[config.mk]
export PLATFORM = sky130hd
export DESIGN_NAME = mips_cpu_alu_sequencer_flat
export DESIGN_NICKNAME = d
export VERILOG_FILES = /design/src/rtl/mips_cpu_alu_sequencer_if.sv /design/src/rtl/mips_cpu_alu_sequencer.sv /design/src/flat_wrapper.sv
export SDC_FILE = /design/constraint.sdc
export NUM_CORES = 1
export LEC_CHECK = 0
export CAP_MARGIN = 5
export CORE_ASPECT_RATIO = 1.25
export CORE_MARGIN = 3
export CORE_UTILIZATION = 40
export CTS_BUF_LIST = sky130_fd_sc_hd__clkbuf_8
export CTS_CLUSTER_SIZE = 14
export DETAILED_ROUTE_END_ITERATION = 8
export MAX_ROUTING_LAYER = met4
export PLACE_DENSITY = 0.66
export SYNTH_ARGS = -nofsm -noshare
export SYNTH_HDL_FRONTEND = slang
export SYNTH_SLANG_ARGS = --single-unit
[constraint.sdc]
create_clock -name clk -period 12.1 [get_ports clk]
set_clock_uncertainty 0.1 [all_clocks]
set_input_delay 1.815 -clock clk [delete_from_list [all_inputs] [get_ports clk]]
set_output_delay 1.815 -clock clk [all_outputs]
set_load 0.05 [all_outputs]
[src/rtl/mips_cpu_alu_sequencer_if.sv]
// Decode-to-ALU sequencer bundle: instruction handshake, ALU control/operands and the writeback/HI-LO view.
interface mips_cpu_alu_sequencer_if;
  logic        instr_valid;
  logic        instr_ready;
  logic [31:0] instr;
  logic [31:0] rs_data;
  logic [31:0] rt_data;
  logic [4:0]  alu_control;
  logic [31:0] alu_a;
  logic [31:0] alu_b;
  logic [5:0]  alu_sa;
  logic [31:0] alu_r;
  logic        result_valid;
  logic [31:0] result;
  logic [4:0]  dest_reg;
  logic        write_en;
  logic        illegal;
  logic [31:0] hi;
  logic [31:0] lo;
  logic        busy;

  modport slave (
    input  instr_valid, instr, rs_data, rt_data, alu_r,
    output instr_ready, alu_control, alu_a, alu_b, alu_sa,
           result_valid, result, dest_reg, write_en, illegal, hi, lo, busy
  );

  modport master (
    output instr_valid, instr, rs_data, rt_data, alu_r,
    input  instr_ready, alu_control, alu_a, alu_b, alu_sa,
           result_valid, result, dest_reg, write_en, illegal, hi, lo, busy
  );
endinterface

[src/rtl/mips_cpu_alu_sequencer.sv]
// One-at-a-time issue controller in front of a registered ALU.
// It also owns HI/LO and runs an iterative shift-add multiplier and a restoring divider.
module mips_cpu_alu_sequencer #(
  parameter int ALU_LATENCY    = 1,
  parameter int BITS_PER_CYCLE = 1
) (
  input  logic                        clk,
  input  logic                        reset,
  mips_cpu_alu_sequencer_if.slave     bus
);

  localparam int ITER = 32 / BITS_PER_CYCLE;
  localparam logic [5:0] ITER_M1 = 6'(ITER - 1);
  localparam logic [5:0] LAT_M1  = 6'(ALU_LATENCY - 1);

  localparam logic [2:0] S_IDLE   = 3'd0;
  localparam logic [2:0] S_ISSUE  = 3'd1;
  localparam logic [2:0] S_WAIT   = 3'd2;
  localparam logic [2:0] S_MULDIV = 3'd3;
  localparam logic [2:0] S_DONE   = 3'd4;

  localparam logic [2:0] C_ALU  = 3'd0;
  localparam logic [2:0] C_MFHI = 3'd1;
  localparam logic [2:0] C_MFLO = 3'd2;
  localparam logic [2:0] C_MTHI = 3'd3;
  localparam logic [2:0] C_MTLO = 3'd4;
  localparam logic [2:0] C_MUL  = 3'd5;
  localparam logic [2:0] C_DIV  = 3'd6;
  localparam logic [2:0] C_ILL  = 3'd7;

  logic [2:0]  r_state;
  logic [5:0]  r_cnt;
  logic [2:0]  r_cls;
  logic [31:0] r_opa;
  logic [31:0] r_w_hi;
  logic [31:0] r_w_lo;
  logic [31:0] r_mcand;
  logic        r_neg_q;
  logic        r_neg_r;
  logic        r_div0;
  logic [4:0]  r_alu_control;
  logic [31:0] r_alu_a;
  logic [31:0] r_alu_b;
  logic [5:0]  r_alu_sa;
  logic [31:0] r_result;
  logic [4:0]  r_dest;
  logic        r_we;
  logic        r_illegal;
  logic [31:0] r_hi;
  logic [31:0] r_lo;

  logic [5:0]  w_op;
  logic [5:0]  w_funct;
  logic [31:0] w_simm;
  logic [31:0] w_zimm;
  logic [2:0]  w_cls;
  logic [3:0]  w_ctrl;
  logic [31:0] w_b;
  logic [4:0]  w_dest;
  logic        w_wr;
  logic        w_sgn;
  logic        w_we;
  logic        w_accept;
  logic        w_neg_a;
  logic        w_neg_b;
  logic [31:0] w_mag_a;
  logic [31:0] w_mag_b;
  logic [63:0] w_step;
  logic [63:0] w_prod;
  logic [31:0] w_quo;
  logic [31:0] w_rem;
  logic [31:0] w_fin_hi;
  logic [31:0] w_fin_lo;

  // Multiplier bits are consumed from the LSB of lo while the product shifts in from the top.
  function automatic logic [63:0] mul_step(input logic [31:0] hi_in, input logic [31:0] lo_in,
                                           input logic [31:0] mcand);
    logic [32:0] s;
    logic [31:0] h;
    logic [31:0] l;
    h = hi_in;
    l = lo_in;
    for (int k = 0; k < BITS_PER_CYCLE; k++) begin
      s = {1'b0, h} + (l[0] ? {1'b0, mcand} : 33'd0);
      l = {s[0], l[31:1]};
      h = s[32:1];
    end
    return {h, l};
  endfunction

  function automatic logic [63:0] div_step(input logic [31:0] rem_in, input logic [31:0] quo_in,
                                           input logic [31:0] dvs);
    logic [32:0] r;
    logic [32:0] t;
    logic [31:0] q;
    r = {1'b0, rem_in};
    q = quo_in;
    for (int k = 0; k < BITS_PER_CYCLE; k++) begin
      r = {r[31:0], q[31]};
      q = {q[30:0], 1'b0};
      t = r - {1'b0, dvs};
      if (!t[32]) begin
        r    = t;
        q[0] = 1'b1;
      end
    end
    return {r[31:0], q};
  endfunction

  assign w_op     = bus.instr[31:26];
  assign w_funct  = bus.instr[5:0];
  assign w_simm   = {{16{bus.instr[15]}}, bus.instr[15:0]};
  assign w_zimm   = {16'h0000, bus.instr[15:0]};
  assign w_accept = (r_state == S_IDLE) && bus.instr_valid;

  always_comb begin
    w_cls  = C_ILL;
    w_ctrl = 4'h0;
    w_b    = bus.rt_data;
    w_dest = bus.instr[15:11];
    w_wr   = 1'b0;
    w_sgn  = 1'b0;
    if (w_op == 6'h00) begin
      case (w_funct)
        6'h21: begin w_cls = C_ALU; w_ctrl = 4'h4; w_wr = 1'b1; end
        6'h23: begin w_cls = C_ALU; w_ctrl = 4'h5; w_wr = 1'b1; end
        6'h24: begin w_cls = C_ALU; w_ctrl = 4'h0; w_wr = 1'b1; end
        6'h25: begin w_cls = C_ALU; w_ctrl = 4'h1; w_wr = 1'b1; end
        6'h26: begin w_cls = C_ALU; w_ctrl = 4'h2; w_wr = 1'b1; end
        6'h2A: begin w_cls = C_ALU; w_ctrl = 4'hE; w_wr = 1'b1; end
        6'h2B: begin w_cls = C_ALU; w_ctrl = 4'h6; w_wr = 1'b1; end
        6'h00: begin w_cls = C_ALU; w_ctrl = 4'h8; w_wr = 1'b1; end
        6'h02: begin w_cls = C_ALU; w_ctrl = 4'h9; w_wr = 1'b1; end
        6'h03: begin w_cls = C_ALU; w_ctrl = 4'hC; w_wr = 1'b1; end
        6'h04: begin w_cls = C_ALU; w_ctrl = 4'hA; w_wr = 1'b1; end
        6'h06: begin w_cls = C_ALU; w_ctrl = 4'hB; w_wr = 1'b1; end
        6'h07: begin w_cls = C_ALU; w_ctrl = 4'hD; w_wr = 1'b1; end
        6'h08: begin w_cls = C_ALU; w_ctrl = 4'h7; end
        6'h10: begin w_cls = C_MFHI; w_wr = 1'b1; end
        6'h12: begin w_cls = C_MFLO; w_wr = 1'b1; end
        6'h11: w_cls = C_MTHI;
        6'h13: w_cls = C_MTLO;
        6'h18: begin w_cls = C_MUL; w_sgn = 1'b1; end
        6'h19: w_cls = C_MUL;
        6'h1A: begin w_cls = C_DIV; w_sgn = 1'b1; end
        6'h1B: w_cls = C_DIV;
        default: w_cls = C_ILL;
      endcase
    end else begin
      w_dest = bus.instr[20:16];
      w_cls  = C_ALU;
      w_wr   = 1'b1;
      case (w_op)
        6'h09: begin w_ctrl = 4'h4; w_b = w_simm; end
        6'h0A: begin w_ctrl = 4'hE; w_b = w_simm; end
        6'h0B: begin w_ctrl = 4'h6; w_b = w_simm; end
        6'h0C: begin w_ctrl = 4'h0; w_b = w_zimm; end
        6'h0D: begin w_ctrl = 4'h1; w_b = w_zimm; end
        6'h0E: begin w_ctrl = 4'h2; w_b = w_zimm; end
        6'h0F: begin w_ctrl = 4'h3; w_b = w_zimm; end
        default: begin w_cls = C_ILL; w_wr = 1'b0; end
      endcase
    end
  end

  assign w_we    = w_wr && (w_dest != 5'd0);
  assign w_neg_a = w_sgn && bus.rs_data[31];
  assign w_neg_b = w_sgn && bus.rt_data[31];
  assign w_mag_a = w_neg_a ? (~bus.rs_data + 32'd1) : bus.rs_data;
  assign w_mag_b = w_neg_b ? (~bus.rt_data + 32'd1) : bus.rt_data;

  assign w_step = (r_cls == C_MUL) ? mul_step(r_w_hi, r_w_lo, r_mcand)
                                   : div_step(r_w_hi, r_w_lo, r_mcand);
  assign w_prod = r_neg_q ? (~w_step + 64'd1) : w_step;
  assign w_quo  = r_neg_q ? (~w_step[31:0] + 32'd1) : w_step[31:0];
  assign w_rem  = r_neg_r ? (~w_step[63:32] + 32'd1) : w_step[63:32];

  // Division by zero reports all-ones quotient and returns the untouched dividend.
  always_comb begin
    w_fin_hi = w_rem;
    w_fin_lo = w_quo;
    if (r_cls == C_MUL) begin
      w_fin_hi = w_prod[63:32];
      w_fin_lo = w_prod[31:0];
    end else if (r_div0) begin
      w_fin_hi = r_opa;
      w_fin_lo = 32'hFFFF_FFFF;
    end
  end

  always_ff @(posedge clk) begin
    if (reset) begin
      r_state       <= S_IDLE;
      r_cnt         <= 6'd0;
      r_cls         <= C_ALU;
      r_opa         <= 32'd0;
      r_w_hi        <= 32'd0;
      r_w_lo        <= 32'd0;
      r_mcand       <= 32'd0;
      r_neg_q       <= 1'b0;
      r_neg_r       <= 1'b0;
      r_div0        <= 1'b0;
      r_alu_control <= 5'd0;
      r_alu_a       <= 32'd0;
      r_alu_b       <= 32'd0;
      r_alu_sa      <= 6'd0;
      r_result      <= 32'd0;
      r_dest        <= 5'd0;
      r_we          <= 1'b0;
      r_illegal     <= 1'b0;
      r_hi          <= 32'd0;
      r_lo          <= 32'd0;
    end else begin
      case (r_state)
        S_IDLE: begin
          if (w_accept) begin
            r_cls     <= w_cls;
            r_opa     <= bus.rs_data;
            r_dest    <= w_dest;
            r_we      <= w_we;
            r_illegal <= (w_cls == C_ILL);
            if (w_cls == C_ALU) begin
              r_alu_control <= {1'b0, w_ctrl};
              r_alu_a       <= bus.rs_data;
              r_alu_b       <= w_b;
              r_alu_sa      <= {1'b0, bus.instr[10:6]};
            end
            if (w_cls == C_MUL || w_cls == C_DIV) begin
              r_w_hi  <= 32'd0;
              r_w_lo  <= (w_cls == C_MUL) ? w_mag_b : w_mag_a;
              r_mcand <= (w_cls == C_MUL) ? w_mag_a : w_mag_b;
              r_neg_q <= w_neg_a ^ w_neg_b;
              r_neg_r <= w_neg_a;
              r_div0  <= (bus.rt_data == 32'd0);
              r_cnt   <= ITER_M1;
              r_state <= S_MULDIV;
            end else begin
              r_state <= S_ISSUE;
            end
          end
        end
        S_ISSUE: begin
          if (r_cls == C_ALU) begin
            r_cnt   <= LAT_M1;
            r_state <= S_WAIT;
          end else begin
            r_result <= 32'd0;
            case (r_cls)
              C_MFHI:  r_result <= r_hi;
              C_MFLO:  r_result <= r_lo;
              C_MTHI:  r_hi     <= r_opa;
              C_MTLO:  r_lo     <= r_opa;
              default: ;
            endcase
            r_state <= S_DONE;
          end
        end
        S_WAIT: begin
          if (r_cnt == 6'd0) begin
            r_result <= bus.alu_r;
            r_state  <= S_DONE;
          end else begin
            r_cnt <= r_cnt - 6'd1;
          end
        end
        S_MULDIV: begin
          if (r_cnt == 6'd0) begin
            r_hi     <= w_fin_hi;
            r_lo     <= w_fin_lo;
            r_result <= 32'd0;
            r_state  <= S_DONE;
          end else begin
            r_w_hi <= w_step[63:32];
            r_w_lo <= w_step[31:0];
            r_cnt  <= r_cnt - 6'd1;
          end
        end
        default: r_state <= S_IDLE;
      endcase
    end
  end

  assign bus.instr_ready  = (r_state == S_IDLE);
  assign bus.busy         = (r_state != S_IDLE);
  assign bus.result_valid = (r_state == S_DONE);
  assign bus.alu_control  = r_alu_control;
  assign bus.alu_a        = r_alu_a;
  assign bus.alu_b        = r_alu_b;
  assign bus.alu_sa       = r_alu_sa;
  assign bus.result       = r_result;
  assign bus.dest_reg     = r_dest;
  assign bus.write_en     = r_we;
  assign bus.illegal      = r_illegal;
  assign bus.hi           = r_hi;
  assign bus.lo           = r_lo;

endmodule

[src/flat_wrapper.sv]
// flat-port wrapper written by rule: the top's interface ports become plain ports
module mips_cpu_alu_sequencer_flat 
#(
  parameter int ALU_LATENCY    = 1,
  parameter int BITS_PER_CYCLE = 1
)
  (clk, reset, bus_instr_valid, bus_instr, bus_rs_data, bus_rt_data, bus_alu_r, bus_instr_ready, bus_alu_control, bus_alu_a, bus_alu_b, bus_alu_sa, bus_result_valid, bus_result, bus_dest_reg, bus_write_en, bus_illegal, bus_hi, bus_lo, bus_busy);
  mips_cpu_alu_sequencer_if bus_i ();
  input  logic clk;
  input  logic reset;
  input wire logic [$bits(bus_i.instr_valid)-1:0] bus_instr_valid;
  input wire logic [$bits(bus_i.instr)-1:0] bus_instr;
  input wire logic [$bits(bus_i.rs_data)-1:0] bus_rs_data;
  input wire logic [$bits(bus_i.rt_data)-1:0] bus_rt_data;
  input wire logic [$bits(bus_i.alu_r)-1:0] bus_alu_r;
  output wire logic [$bits(bus_i.instr_ready)-1:0] bus_instr_ready;
  output wire logic [$bits(bus_i.alu_control)-1:0] bus_alu_control;
  output wire logic [$bits(bus_i.alu_a)-1:0] bus_alu_a;
  output wire logic [$bits(bus_i.alu_b)-1:0] bus_alu_b;
  output wire logic [$bits(bus_i.alu_sa)-1:0] bus_alu_sa;
  output wire logic [$bits(bus_i.result_valid)-1:0] bus_result_valid;
  output wire logic [$bits(bus_i.result)-1:0] bus_result;
  output wire logic [$bits(bus_i.dest_reg)-1:0] bus_dest_reg;
  output wire logic [$bits(bus_i.write_en)-1:0] bus_write_en;
  output wire logic [$bits(bus_i.illegal)-1:0] bus_illegal;
  output wire logic [$bits(bus_i.hi)-1:0] bus_hi;
  output wire logic [$bits(bus_i.lo)-1:0] bus_lo;
  output wire logic [$bits(bus_i.busy)-1:0] bus_busy;
  assign bus_i.instr_valid = bus_instr_valid;
  assign bus_i.instr = bus_instr;
  assign bus_i.rs_data = bus_rs_data;
  assign bus_i.rt_data = bus_rt_data;
  assign bus_i.alu_r = bus_alu_r;
  assign bus_instr_ready = bus_i.instr_ready;
  assign bus_alu_control = bus_i.alu_control;
  assign bus_alu_a = bus_i.alu_a;
  assign bus_alu_b = bus_i.alu_b;
  assign bus_alu_sa = bus_i.alu_sa;
  assign bus_result_valid = bus_i.result_valid;
  assign bus_result = bus_i.result;
  assign bus_dest_reg = bus_i.dest_reg;
  assign bus_write_en = bus_i.write_en;
  assign bus_illegal = bus_i.illegal;
  assign bus_hi = bus_i.hi;
  assign bus_lo = bus_i.lo;
  assign bus_busy = bus_i.busy;
  mips_cpu_alu_sequencer #(.ALU_LATENCY(ALU_LATENCY), .BITS_PER_CYCLE(BITS_PER_CYCLE)) u_core (.clk(clk), .reset(reset), .bus(bus_i));
endmodule
Word-level counts from Yosys, hierarchy flattened
Cells that the tools add are included.
- $add $sub $neg: 8
- $mul: 0
- divide/modulo/power cells: 0
- $lt $le $gt $ge: 0
- equal/unequal tests: 51
- shift-type cells: 0
- mux-type cells: 60
- bitwise logic cells: 6
- reduce and logical (&&, ||, !) cells: 36
- operators by type and width (kind ; count):
    two-way mux 32 bit ; 28
    case mux 32 bit (2 select lines) ; 6
    adder 32 x 1 -> 32 bit, second input constant ; 4
    two-way mux 64 bit ; 2
    NOT 32 bit ; 4
    case mux 32 bit (3 select lines) ; 1
    adder 64 x 1 -> 64 bit, second input constant ; 1
    NOT 64 bit ; 1
    case mux 4 bit (13 select lines) ; 1
    == test 6 x 4 -> 1 bit, second input constant ; 8
    == test 6 x 5 -> 1 bit, second input constant ; 8
    == test 6 bit, second input constant ; 7
    adder 32 x 32 -> 33 bit ; 1
    subtractor 33 x 32 -> 33 bit ; 1
    zero test 32 bit ; 1
    two-way mux 6 bit ; 4
    case mux 4 bit (6 select lines) ; 1
    case mux 3 bit (7 select lines) ; 1
    == test 3 bit, second input constant ; 6
    == test 6 x 3 -> 1 bit, second input constant ; 3
    zero test 6 bit ; 3
    case mux 6 bit (3 select lines) ; 1
    AND reduction 4 bit ; 4
    two-way mux 3 bit ; 5
    other kinds (27) ; 59
- register bits: 319
- latch bits: 0
- RAM bits: 0
- memory bits (read-only): 0
- input port bits: 131
- output and inout port bits: 181
- word-level logic and storage cells: 181
- memories: 0

Depth between registers and ports, before layout
Gate-level depths: netlist of the first run.
- depth in word-level cells: 10
- gate-level depth with buffers: 26
- mapped depth without buffers: 21

Worst setup path before layout of the first run
OpenSTA, ideal clock, no wires.
- path type: register -> register
- start: register u_core.r_mcand[29]
- end: register u_core.r_hi[20] (netlist: u_core.bus.hi[20])
- library setup time: 122 ps
- data arrival time: 4968 ps
- path slack: 6910 ps
- stages on the path, launching flop included: 25
- path buffers: 5
- path through: dfxtp_1 > inv_1 > ha_1 > a21o_1 > a21o_1 > a221o_1 > or3_4 > o211ai_4 > buf_6 > buf_6 > buf_2 > buf_1 > nor2_1 > a21oi_1 > nor2_1 > a21oi_1 > ha_1 > o21ai_0 > nor2_1 > nand4_2 > nand4bb_1 > clkbuf_1 > o31ai_1 > xor2_1 > o311a_1
- longest elaborated chain between the ends: 10
- elaborated cells on any way between the ends: 14
- those cells by class: add/sub: 3; mux: 9; bitwise: 2
- RTL lines (item ; line ; RTL):
    start, declared ; mips_cpu_alu_sequencer.sv:37 ; logic [31:0] r_mcand;
    start signal, assigned ; mips_cpu_alu_sequencer.sv:231 ; r_mcand <= (w_cls == C_MUL) ? w_mag_a : w_mag_b;
    subtractor 33 x 32 -> 33 bit * ; mips_cpu_alu_sequencer.sv:101 ; t = r - {1'b0, dvs};
    two-way mux 32 bit ; mips_cpu_alu_sequencer.sv:102 ; if (!t[32]) begin
    two-way mux 64 bit * ; mips_cpu_alu_sequencer.sv:172 ; assign w_step = (r_cls == C_MUL) ? mul_step(r_w_hi, r_w_lo, r_mcand)
    NOT 32 bit ; mips_cpu_alu_sequencer.sv:176 ; assign w_rem = r_neg_r ? (~w_step[63:32] + 32'd1) : w_step[63:32];
    adder 32 x 1 -> 32 bit ; mips_cpu_alu_sequencer.sv:176 ;
    two-way mux 32 bit ; mips_cpu_alu_sequencer.sv:176 ;
    two-way mux 32 bit ; mips_cpu_alu_sequencer.sv:185 ; end else if (r_div0) begin
    two-way mux 32 bit * ; mips_cpu_alu_sequencer.sv:182 ; if (r_cls == C_MUL) begin
    two-way mux 32 bit * ; mips_cpu_alu_sequencer.sv:267 ; if (r_cnt == 6'd0) begin
    case mux 32 bit (2 select lines) * ; mips_cpu_alu_sequencer.sv:214 ; case (r_state)
    end signal, assigned ; mips_cpu_alu_sequencer.sv:251 ; C_MTHI: r_hi <= r_opa;
    end signal, assigned ; mips_cpu_alu_sequencer.sv:268 ; r_hi <= w_fin_hi;
    end, declared ; mips_cpu_alu_sequencer.sv:49 ; logic [31:0] r_hi;
Mark *: on every way between the ends. The rest lies on a longest branch, timed or not. The select of a mux whose other input is x is not followed.
A chain may end at the register's enable or synchronous reset.

Worst setup path in the final report of the first run
- start: register u_core.r_mcand[17]
- end: register u_core.r_hi[24] (netlist: u_core.bus.hi[24])
- longest elaborated chain between the ends: 10
- elaborated cells on any way between the ends: 16
- those cells by class: add/sub: 4; mux: 10; bitwise: 2
- RTL lines (item ; line):
    subtractor 33 x 32 -> 33 bit / two-way mux 32 bit (equally long branches) ; mips_cpu_alu_sequencer.sv:101, mips_cpu_alu_sequencer.sv:84
    two-way mux 32 bit / adder 32 x 32 -> 33 bit (equally long branches) ; mips_cpu_alu_sequencer.sv:102, mips_cpu_alu_sequencer.sv:84
    two-way mux 64 bit * ; mips_cpu_alu_sequencer.sv:172
    NOT 32 bit ; mips_cpu_alu_sequencer.sv:176
    adder 32 x 1 -> 32 bit ; mips_cpu_alu_sequencer.sv:176
    two-way mux 32 bit ; mips_cpu_alu_sequencer.sv:176
    two-way mux 32 bit ; mips_cpu_alu_sequencer.sv:185
    two-way mux 32 bit * ; mips_cpu_alu_sequencer.sv:182
    two-way mux 32 bit * ; mips_cpu_alu_sequencer.sv:267
    case mux 32 bit (2 select lines) * ; mips_cpu_alu_sequencer.sv:214
Marks and branches as above.

==> results.toml, run 1 <==
[run_status]
status = "completed"

[worst_setup_path]
worst-setup-path-type = "register to register"
setup.worst_path.start_class = "register"
path_cells = "inv_1 > ha_1 > a21oi_1 > o21ai_4 > a32o_1 > or3_4 > o211ai_4 > buf_4 > nor2_1 > a21oi_1 > nor2_1 > a21oi_1 > ha_1 > o21ai_0 > nor2_1 > nand4_2 > nand4bb_1 > o41ai_1 > xnor2_1 > nor2_1 > o22ai_1"
cpMaxStageDelayCell = "sky130_fd_sc_hd__nand4bb_1"
worst-path-max-fanout = 42
critPathMaxStageDelay_ns = 0.62
crit_required_ns = 12.57
critPathMostFrequentCell = "sky130_fd_sc_hd__nor2_1"
crit_path_end_kind = "register"
arrival_worst_endpoint_ns = 6.93

[routing]
via_count = 26100
dr.first_iter.drc_count = 2363
drt.antenna.violating_nets = 0
route.detailed.drc = 0
viasPerCell = 6.09
routed_wire_length_per_instance_microns = 23.4
detailedRoute.firstPassIterationCount = 9
wirelength_microns = 100000

[cells_and_area]
most_frequent_standard_cell_in_the_layout_excluding_fill_and_tap_cells = "sky130_fd_sc_hd__nand2_1"
post_route_cells_drive_above_1_share_pct = 5.95
fin_nets = 3685
num-fill-cells = 5912
final_cell_mix = "529 x sky130_fd_sc_hd__nand2_1, 390 x sky130_fd_sc_hd__nor2_1, 349 x sky130_fd_sc_hd__a21oi_1"
areaGrowthSynthToFinish_pct = 20.4
finalNonFillerCells = 4281

[synth]
post_synth_num_cell_types = 109
number_of_enable_flip_flop_cells_after_synthesis = 0
yosys_reg_bits = 319
syn_inst = 3312
synthesis.area_per_instance_sq_um = 7.07
fraction_of_registers_with_async_set_or_reset_after_synthesis_pct = 0
synth-warning-count = 0
dominantRegCellSynth = "sky130_fd_sc_hd__dfxtp_1"
seq_area_frac_synth_pct = 27.3
synthesis.area_sq_um = 23400

[global_routing]
number_of_global_route_vias_before_repair = 24600
grt_first_pass_wirelength_microns = 149000
total_congestion_overflow = 0
grt_antenna_before_repair = 1
groute.usage.overall_pct = 31.9
grt_max_degree = 157

[place]
gp_routability_congestion = 0.990
port_buffers = 304
placed_cells_incl_taps = 4172
hpwl_microns = 75500

[run]
cap_viol_max_count = 0

[power]
power.combinational.fraction_pct = 37.0
switching_power_uw = 1690
lkg_pwr_uw = 0.0103
p_int_uw = 2380
p_per_area_nw_per_um2 = 144
switching_share_pct = 41.6
power.sequential.fraction_pct = 32.1
power_frac_clock_pct = 30.8
vdd.ir_drop.worst_v = 0.000107

[sta]
final_hold_viol_count = 0
worst_relative_slew_slack_pct = 15.2
finalSetupTns_ns = 0
layout_min_cycle_time_ns = 6.45
worst-slew-pin-transition_ns = 1.27
unrepaired_setup_endpoints_after_global_routing = "false"
final_min_period_over_clock_period_pct = 53.3
final-max-slew-violation-count = 0
clock.fmax_mhz = 155
final_hold_slack_ns = 0.351
setup_viol_count_final = 0

[cts]
worst_setup_hold_path_clk_slew_ns = 0.06
cts.sinks = 319
ctsHoldBuffers = 0
clk_path_buf_depth = 3
h-tree-depth = 2
insertion_delay_ns = 0.72
numCtsBuffers = 58
cts_resized = 0
cts_tree = "built"
cts_setup_buffers = 0
root_buffer = "sky130_fd_sc_hd__clkbuf_8"

[min_path]
min-delay-path-class = "register to register"

[floorplanning]
floorplan.core_area_sq_um = 57500
die_y_microns = 277
die-area_sq_um = 61500
die_width_microns = 222
rows = 98
num_io_pins = 312
initial_utilization_pct = 40.7
critical path: cells and delay by family, from the launching register on:
family / cells / cell delay [ns]
xor+xnor: 1 / 0.22
buf+inv: 2 / 0.55
flops: 1 / 0.49
simple gates: 7 / 1.97
compound gates: 9 / 2.27
fa+ha+maj: 2 / 0.68
layer usage:
metal | global-route usage [%] | up-vias | share of wire (%)
li1 | - | 12200 | -
met5 | - | - | 0
met3 | 3.93 | 334 | 6.6
met2 | 53.2 | 1138 | 48
met4 | 19.4 | 0 | 7.2
met1 | 36.5 | 12300 | 38
synthesized netlist by cell type (15+ instances only):
library cell               number  area, sq um
sky130_fd_sc_hd__nor2b_1       15         93.8
sky130_fd_sc_hd__clkbuf_1     190          713
sky130_fd_sc_hd__or3_1         37          231
sky130_fd_sc_hd__dfxtp_1      319         6390
sky130_fd_sc_hd__o21a_1        22          165
sky130_fd_sc_hd__nor3_1        91          455
sky130_fd_sc_hd__a211oi_1      63          473
sky130_fd_sc_hd__a31oi_1       41          257
sky130_fd_sc_hd__and2_1        53          332
sky130_fd_sc_hd__xor2_1        64          561
sky130_fd_sc_hd__a311oi_1      38          333
sky130_fd_sc_hd__o211ai_1      63          473
sky130_fd_sc_hd__a22oi_1       64          480
sky130_fd_sc_hd__nand3_1       79          395
sky130_fd_sc_hd__and3_1        22          138
sky130_fd_sc_hd__buf_1         19         71.3
sky130_fd_sc_hd__inv_1         72          270
sky130_fd_sc_hd__nand2b_1      17          106
sky130_fd_sc_hd__xnor2_1      102          893
sky130_fd_sc_hd__a21oi_1      350         1750
sky130_fd_sc_hd__nand4_1       18          113
sky130_fd_sc_hd__nor2_1       393         1480
sky130_fd_sc_hd__nor4_1        17          106
sky130_fd_sc_hd__o31ai_1       31          233
sky130_fd_sc_hd__nand2_1      530         1990
sky130_fd_sc_hd__a21o_1        23          173
sky130_fd_sc_hd__mux2i_1       51          510
sky130_fd_sc_hd__ha_1          70          876
sky130_fd_sc_hd__o21ai_0      189          946
power groups by stage:
stage / sequential, uW / combinational, uW / clock (uW)
floorplan: 1540 / 747 / 0
global placement: 1320 / 1480 / 0
detailed placement: 1320 / 1490 / 0
CTS: 1300 / 1490 / 1260
global route: 1320 / 1610 / 1310
finish: 1310 / 1510 / 1250
stage by stage:
stage	power [uW]	util (%)	instance area (sq um)	setup WS, ns
after CTS	4050	49.0	28200	5.86
final	4070	49.0	28200	5.65
after global routing	4230	49.0	28200	5.37
after floorplan	2290	-	23400	6.91
after detailed placement	2810	46.6	26800	5.69
after global placement	2800	46.6	26800	5.72
final cells by class:
class                           count  area [sq um]  share of cell area [%]
Clock inverter                     32           362                    1.28
Sequential cell                   319          6390                    22.6
Timing Repair Buffer              346          3370                    12.0
Multi-Input combinational cell   2685         15800                    56.1
Inverter                           72           270                   0.958
Tap cell                          750           938                    3.33
Clock buffer                       76          1050                    3.71
Antenna cell                        1          2.50                 0.00887
logic make-up after synthesis:
group	Yosys count	share of synthesized area (%)
adder cells (fa/ha/maj)	72	3.91
AND/OR/NAND/NOR	1352	26.1
other	1	0.0160
flip-flops	319	27.3
AO/OA/AOI/OAI	1037	28.6
buffers and inverters	309	5.47
multiplexers	56	2.42
XOR/XNOR	166	6.21
path summary, 6_finish.rpt:
kind,depth (start not counted),start,to,slack [ns]
max,21,u_core.r_mcand[17],u_core.bus.hi[24],5.65
min,2,u_core.bus.alu_sa[3],u_core.bus.alu_sa[3],0.35
max reg2reg,21,u_core.r_mcand[17],u_core.bus.hi[24],5.65
min reg2reg,2,u_core.bus.alu_sa[3],u_core.bus.alu_sa[3],0.35
Note: power is estimated with default switching activity, not from simulation.
==> inputs of run 2 (changes only) <==
- PLACE_DENSITY: 0.66 -> 0.68
- clock period: 12.1 -> 5.56 ns (I/O delays scaled with it)
==> results.toml, run 2 (synthesized netlist as in run 1, its figures left out) <==
[cells_and_area]
final_cell_mix = "529 x sky130_fd_sc_hd__nand2_1, 390 x sky130_fd_sc_hd__nor2_1, 348 x sky130_fd_sc_hd__a21oi_1"
num-fill-cells = 5827
fin_nets = 3766
post_route_cells_drive_above_1_share_pct = 7.93
areaGrowthSynthToFinish_pct = 22.4
most_frequent_standard_cell_in_the_layout_excluding_fill_and_tap_cells = "sky130_fd_sc_hd__nand2_1"

[floorplanning]
rows = 98
num_io_pins = 312
floorplan.core_area_sq_um = 57500
die-area_sq_um = 61500
initial_utilization_pct = 40.7
die_width_microns = 222
die_y_microns = 277

[sta]
clock.fmax_mhz = 191
layout_min_cycle_time_ns = 5.23
finalSetupTns_ns = 0
final_min_period_over_clock_period_pct = 94.1
worst-slew-pin-transition_ns = 1.22
worst_relative_slew_slack_pct = 19.0
setup_slack_ns = 0.330
final-max-slew-violation-count = 0
unrepaired_setup_endpoints_after_global_routing = "false"
final_hold_viol_count = 0
setup_viol_count_final = 0

[worst_setup_path]
crit_path_end_kind = "register"
critPathMaxStageDelay_ns = 0.55
worst-path-max-fanout = 14
arrival_worst_endpoint_ns = 5.72
crit_required_ns = 6.05
worst_r2r_startpoint = "u_core.r_w_lo[31]"
path_cells = "inv_1 > ha_1 > fa_1 > nor2b_1 > o31a_1 > o211ai_1 > a21boi_1 > a211oi_4 > buf_12 > buf_4 > nor3_1 > a311oi_4 > or4_4 > or4_4 > nor4_4 > a21o_1 > mux2i_1 > nor3_2"
setup.worst_path.start_class = "register"
cpMaxStageDelayCell = "sky130_fd_sc_hd__or4_4"
worst-setup-path-type = "register to register"
critPathMostFrequentCell = "sky130_fd_sc_hd__or4_4"
crit_start = "u_core.r_w_lo[31]"

[run_status]
status = "completed"

[power]
lkg_pwr_uw = 0.0106
power.total_uw = 8590
vdd.ir_drop.worst_v = 0.000260
p_per_area_nw_per_um2 = 300

[min_path]
min_from = "u_core.bus.alu_a[17]"
min-delay-path-class = "register to register"

[global_routing]
number_of_global_route_vias_before_repair = 24600
groute.usage.overall_pct = 32.3
grt_antenna_before_repair = 5
grt_max_degree = 103
grt_first_pass_wirelength_microns = 150000
total_congestion_overflow = 0

[run]
cap_viol_max_count = 0

[cts]
root_buffer = "sky130_fd_sc_hd__clkbuf_8"
cts_resized = 0
worst_setup_hold_path_clk_slew_ns = 0.06
clk_path_buf_depth = 3
ctsHoldBuffers = 0
cts.sinks = 319
h-tree-depth = 2
numCtsBuffers = 56
insertion_delay_ns = 0.72
cts_setup_buffers = 0
cts_tree = "built"

[place]
placement.setup.worst_slack_ns = 0.450
hpwl_microns = 78100
port_buffers = 304
gp_routability_congestion = 1.03

[routing]
detailedRoute.firstPassIterationCount = 5
drt.antenna.violating_nets = 0
via_count = 26300
dr.first_iter.drc_count = 2601
route.detailed.drc = 0
routed_wire_length_per_instance_microns = 23.3
wirelength_microns = 101000
viasPerCell = 6.03
run 2: per-layer routing:
layer | wire, microns | track usage [%]
met5 | 0 | -
met4 | 8080 | 21.5
met3 | 7480 | 5.12
met2 | 48000 | 52.7
met1 | 37800 | 36.7
run 2: area by class of cell:
| class | instances | area [sq um] | area share, % |
|---|---|---|---|
| Antenna cell | 4 | 10.0 | 0.0349 |
| Clock buffer | 68 | 936 | 3.27 |
| Clock inverter | 34 | 239 | 0.834 |
| Inverter | 72 | 270 | 0.943 |
| Multi-Input combinational cell | 2685 | 15800 | 55.2 |
| Sequential cell | 319 | 6390 | 22.3 |
| Tap cell | 750 | 938 | 3.27 |
| Timing Repair Buffer | 429 | 4050 | 14.1 |
run 2: path summary, 6_finish.rpt:
| path | endpoint | slack (ns) | depth (start not counted) |
|---|---|---|---|
| worst max-delay path | u_core.bus.hi[29] | 0.33 | 18 |
| worst min-delay path | u_core.bus.alu_a[17] | 0.35 | 2 |
| worst max register to register | u_core.bus.hi[29] | 0.33 | 18 |
| worst min register to register | u_core.bus.alu_a[17] | 0.35 | 2 |
run 2: where the power goes:
part	switching, uW	internal [uW]	leakage [uW]	total (uW)
Combinational	2250	1130	0.00737	3380
Sequential	301	2550	0.00258	2850
Clock	1140	1220	0.000670	2350
run 2: critical path, delay by kind of cell, from the launching register on:
| family | cells | cell delay, ns |
|---|---|---|
| compound gates | 6 | 1.33 |
| fa+ha+maj | 2 | 0.64 |
| buf+inv | 3 | 0.42 |
| flops | 1 | 0.45 |
| mux | 1 | 0.23 |
| simple gates | 6 | 1.97 |
run 2: stage by stage:
stage | util (%) | area (sq um) | std cells | hold slack [ns]
3_3_place_gp | 47.8 | 27500 | 4255 | 0.341
4_1_cts | 49.8 | 28600 | 4357 | 0.356
2_1_floorplan | - | 23400 | 3313 | 0.340
6_report | 49.8 | 28700 | 4361 | 0.353
5_1_grt | 49.8 | 28700 | 4361 | 0.367
3_5_place_dp | 47.8 | 27500 | 4255 | 0.347
==> inputs of run 3 (changes only) <==
- CORE_MARGIN: 3 -> 2
==> results.toml, run 3 (synthesized netlist as in run 1, its figures left out) <==
[sta]
final-max-slew-violation-count = 0
finalSetupTns_ns = 0
unrepaired_setup_endpoints_after_global_routing = "false"
clock.fmax_mhz = 191
final_hold_viol_count = 0
setup_viol_count_final = 0
worst_relative_slew_slack_pct = 18.4
final_min_period_over_clock_period_pct = 94.1
worst-slew-pin-transition_ns = 1.22
layout_min_cycle_time_ns = 5.23

[cells_and_area]
areaGrowthSynthToFinish_pct = 22.8
most_frequent_standard_cell_in_the_layout_excluding_fill_and_tap_cells = "sky130_fd_sc_hd__nand2_1"
fin_nets = 3768
finalInstanceArea_sq_um = 28800
post_route_cells_drive_above_1_share_pct = 7.90
final_cell_mix = "529 x sky130_fd_sc_hd__nand2_1, 390 x sky130_fd_sc_hd__nor2_1, 349 x sky130_fd_sc_hd__a21oi_1"
finalNonFillerCells = 4368

[power]
lkg_pwr_uw = 0.0107
p_int_uw = 5090
vdd.ir_drop.worst_v = 0.000206
switching_share_pct = 41.7
power.sequential.fraction_pct = 32.6
switching_power_uw = 3640
p_per_area_nw_per_um2 = 304
power.combinational.fraction_pct = 38.4
power.total_uw = 8730
power_frac_clock_pct = 29.0

[place]
port_buffers = 304
placed_cells_incl_taps = 4259
hpwl_microns = 76300
placedInstanceArea_sq_um = 27400
gp_routability_congestion = 1.03

[floorplanning]
die_width_microns = 220
num_io_pins = 312
die_y_microns = 275
die-area_sq_um = 60500
floorplan.core_area_sq_um = 58100
initial_utilization_pct = 40.3
rows = 99

[routing]
viasPerCell = 6.04
routed_wire_length_per_instance_microns = 22.9
drt.antenna.violating_nets = 0
detailedRoute.firstPassIterationCount = 8
wirelength_microns = 100000
route.detailed.drc = 0
via_count = 26400
dr.first_iter.drc_count = 2569

[global_routing]
grt_antenna_before_repair = 2
grt_max_degree = 95
grt_first_pass_wirelength_microns = 147000
number_of_global_route_vias_before_repair = 24500
total_congestion_overflow = 0
groute.usage.overall_pct = 32.9

[worst_setup_path]
setup.worst_path.start_class = "register"
worst-path-max-fanout = 12
critPathMaxStageDelay_ns = 0.41
critical_path.top_delay_family = "compound AO/OA/AOI/OAI gates"
critical_path.n_buffers_inverters = 2
worst-setup-path-type = "register to register"
crit_path_end_kind = "register"
crit_required_ns = 6.08
cpMaxStageDelayCell = "sky130_fd_sc_hd__a221o_1"
path_cells = "inv_1 > ha_1 > a21oi_1 > o21ai_1 > a221o_1 > or3_4 > o211ai_4 > nor2_1 > a21oi_1 > nor2_1 > a21oi_1 > ha_1 > o21ai_0 > nor2_1 > nand4_2 > nand4bb_1 > buf_4 > o31ai_1 > xnor2_1 > o221ai_1 > o22ai_1"
arrival_worst_endpoint_ns = 5.75

[cts]
numCtsBuffers = 56
ctsHoldBuffers = 0
insertion_delay_ns = 0.70
root_buffer = "sky130_fd_sc_hd__clkbuf_8"
cts_tree = "built"
worst_setup_hold_path_clk_slew_ns = 0.06
clk_path_buf_depth = 3
cts.sinks = 319
h-tree-depth = 2

[run_status]
status = "completed"

[min_path]
min-delay-path-class = "register to register"

[run]
cap_viol_max_count = 0
==> run 3: cell types whose count changed in the layout (fill, tap and decap cells not counted), sizes merged <==
cell,before,now
diode,4,2
clkinv,13,4
bufinv,2,6
a211oi,65,66
inv,90,91
clkinvlp,1,3
o211ai,64,65
clkbuf,69,71
==> run 3: through the flow <==
stage	hold slack (ns)	worst slack (ns)	utilization [%]
2_1_floorplan	0.340	0.370	-
3_3_place_gp	0.341	0.413	47.2
3_5_place_dp	0.346	0.397	47.2
4_1_cts	0.355	0.379	49.4
5_1_grt	0.374	0.0366	49.5
6_report	0.353	0.328	49.5
==> run 3: worst paths after layout <==
check | startpoint | to | slack [ns] | cells after the start
max | u_core.r_mcand[23] | u_core.bus.hi[24] | 0.33 | 21
min | u_core.bus.alu_a[21] | u_core.bus.alu_a[21] | 0.35 | 2
max reg2reg | u_core.r_mcand[23] | u_core.bus.hi[24] | 0.33 | 21
min reg2reg | u_core.bus.alu_a[21] | u_core.bus.alu_a[21] | 0.35 | 2
==> run 3: metal layers <==
| layer | global-route usage (%) | part of all wire (%) | up-vias |
|---|---|---|---|
| li1 | - | - | 12400 |
| met1 | 37.3 | 37 | 12400 |
| met2 | 53.1 | 47 | 1189 |
| met3 | 4.88 | 7.2 | 318 |
| met4 | 23.2 | 8.0 | 0 |
| met5 | - | 0 | - |
==> run 3: repair_timing <==
item,CTS,global route
buffers inserted,0,3
resized for setup,0,2
setup endpoints to repair,0,2
==> run 3: worst reg2reg max path: stages, from the launching register on <==
cell and delay, ns:
sky130_fd_sc_hd__dfxtp_1 0.35, sky130_fd_sc_hd__inv_1 0.05, sky130_fd_sc_hd__ha_1 0.38, sky130_fd_sc_hd__a21oi_1 0.24, sky130_fd_sc_hd__o21ai_1 0.20, sky130_fd_sc_hd__a221o_1 0.41
sky130_fd_sc_hd__or3_4 0.40, sky130_fd_sc_hd__o211ai_4 0.32, sky130_fd_sc_hd__nor2_1 0.08, sky130_fd_sc_hd__a21oi_1 0.28, sky130_fd_sc_hd__nor2_1 0.07, sky130_fd_sc_hd__a21oi_1 0.23
sky130_fd_sc_hd__ha_1 0.23, sky130_fd_sc_hd__o21ai_0 0.11, sky130_fd_sc_hd__nor2_1 0.29, sky130_fd_sc_hd__nand4_2 0.17, sky130_fd_sc_hd__nand4bb_1 0.21, sky130_fd_sc_hd__buf_4 0.19
sky130_fd_sc_hd__o31ai_1 0.25, sky130_fd_sc_hd__xnor2_1 0.26, sky130_fd_sc_hd__o221ai_1 0.16, sky130_fd_sc_hd__o22ai_1 0.19
==> run 3: power by group through the flow <==
stage | Clock (uW) | Combinational [uW] | Sequential, uW
detailed placement | 0 | 3290 | 2880
finish | 2530 | 3350 | 2850
floorplan | 0 | 1630 | 3350
CTS | 2540 | 3300 | 2830
global route | 2640 | 3560 | 2870
global placement | 0 | 3270 | 2870
==> run 3: area by class of cell <==
| class | count | area [sq um] |
|---|---|---|
| multi-input combinational | 2687 | 15900 |
| clock buffer | 70 | 963 |
| timing repair buffer | 429 | 4010 |
| tap | 757 | 947 |
| inverter | 72 | 270 |
| antenna | 2 | 5.00 |
| sequential | 319 | 6390 |
| clock inverter | 32 | 314 |
| fill | 5864 | 29300 |
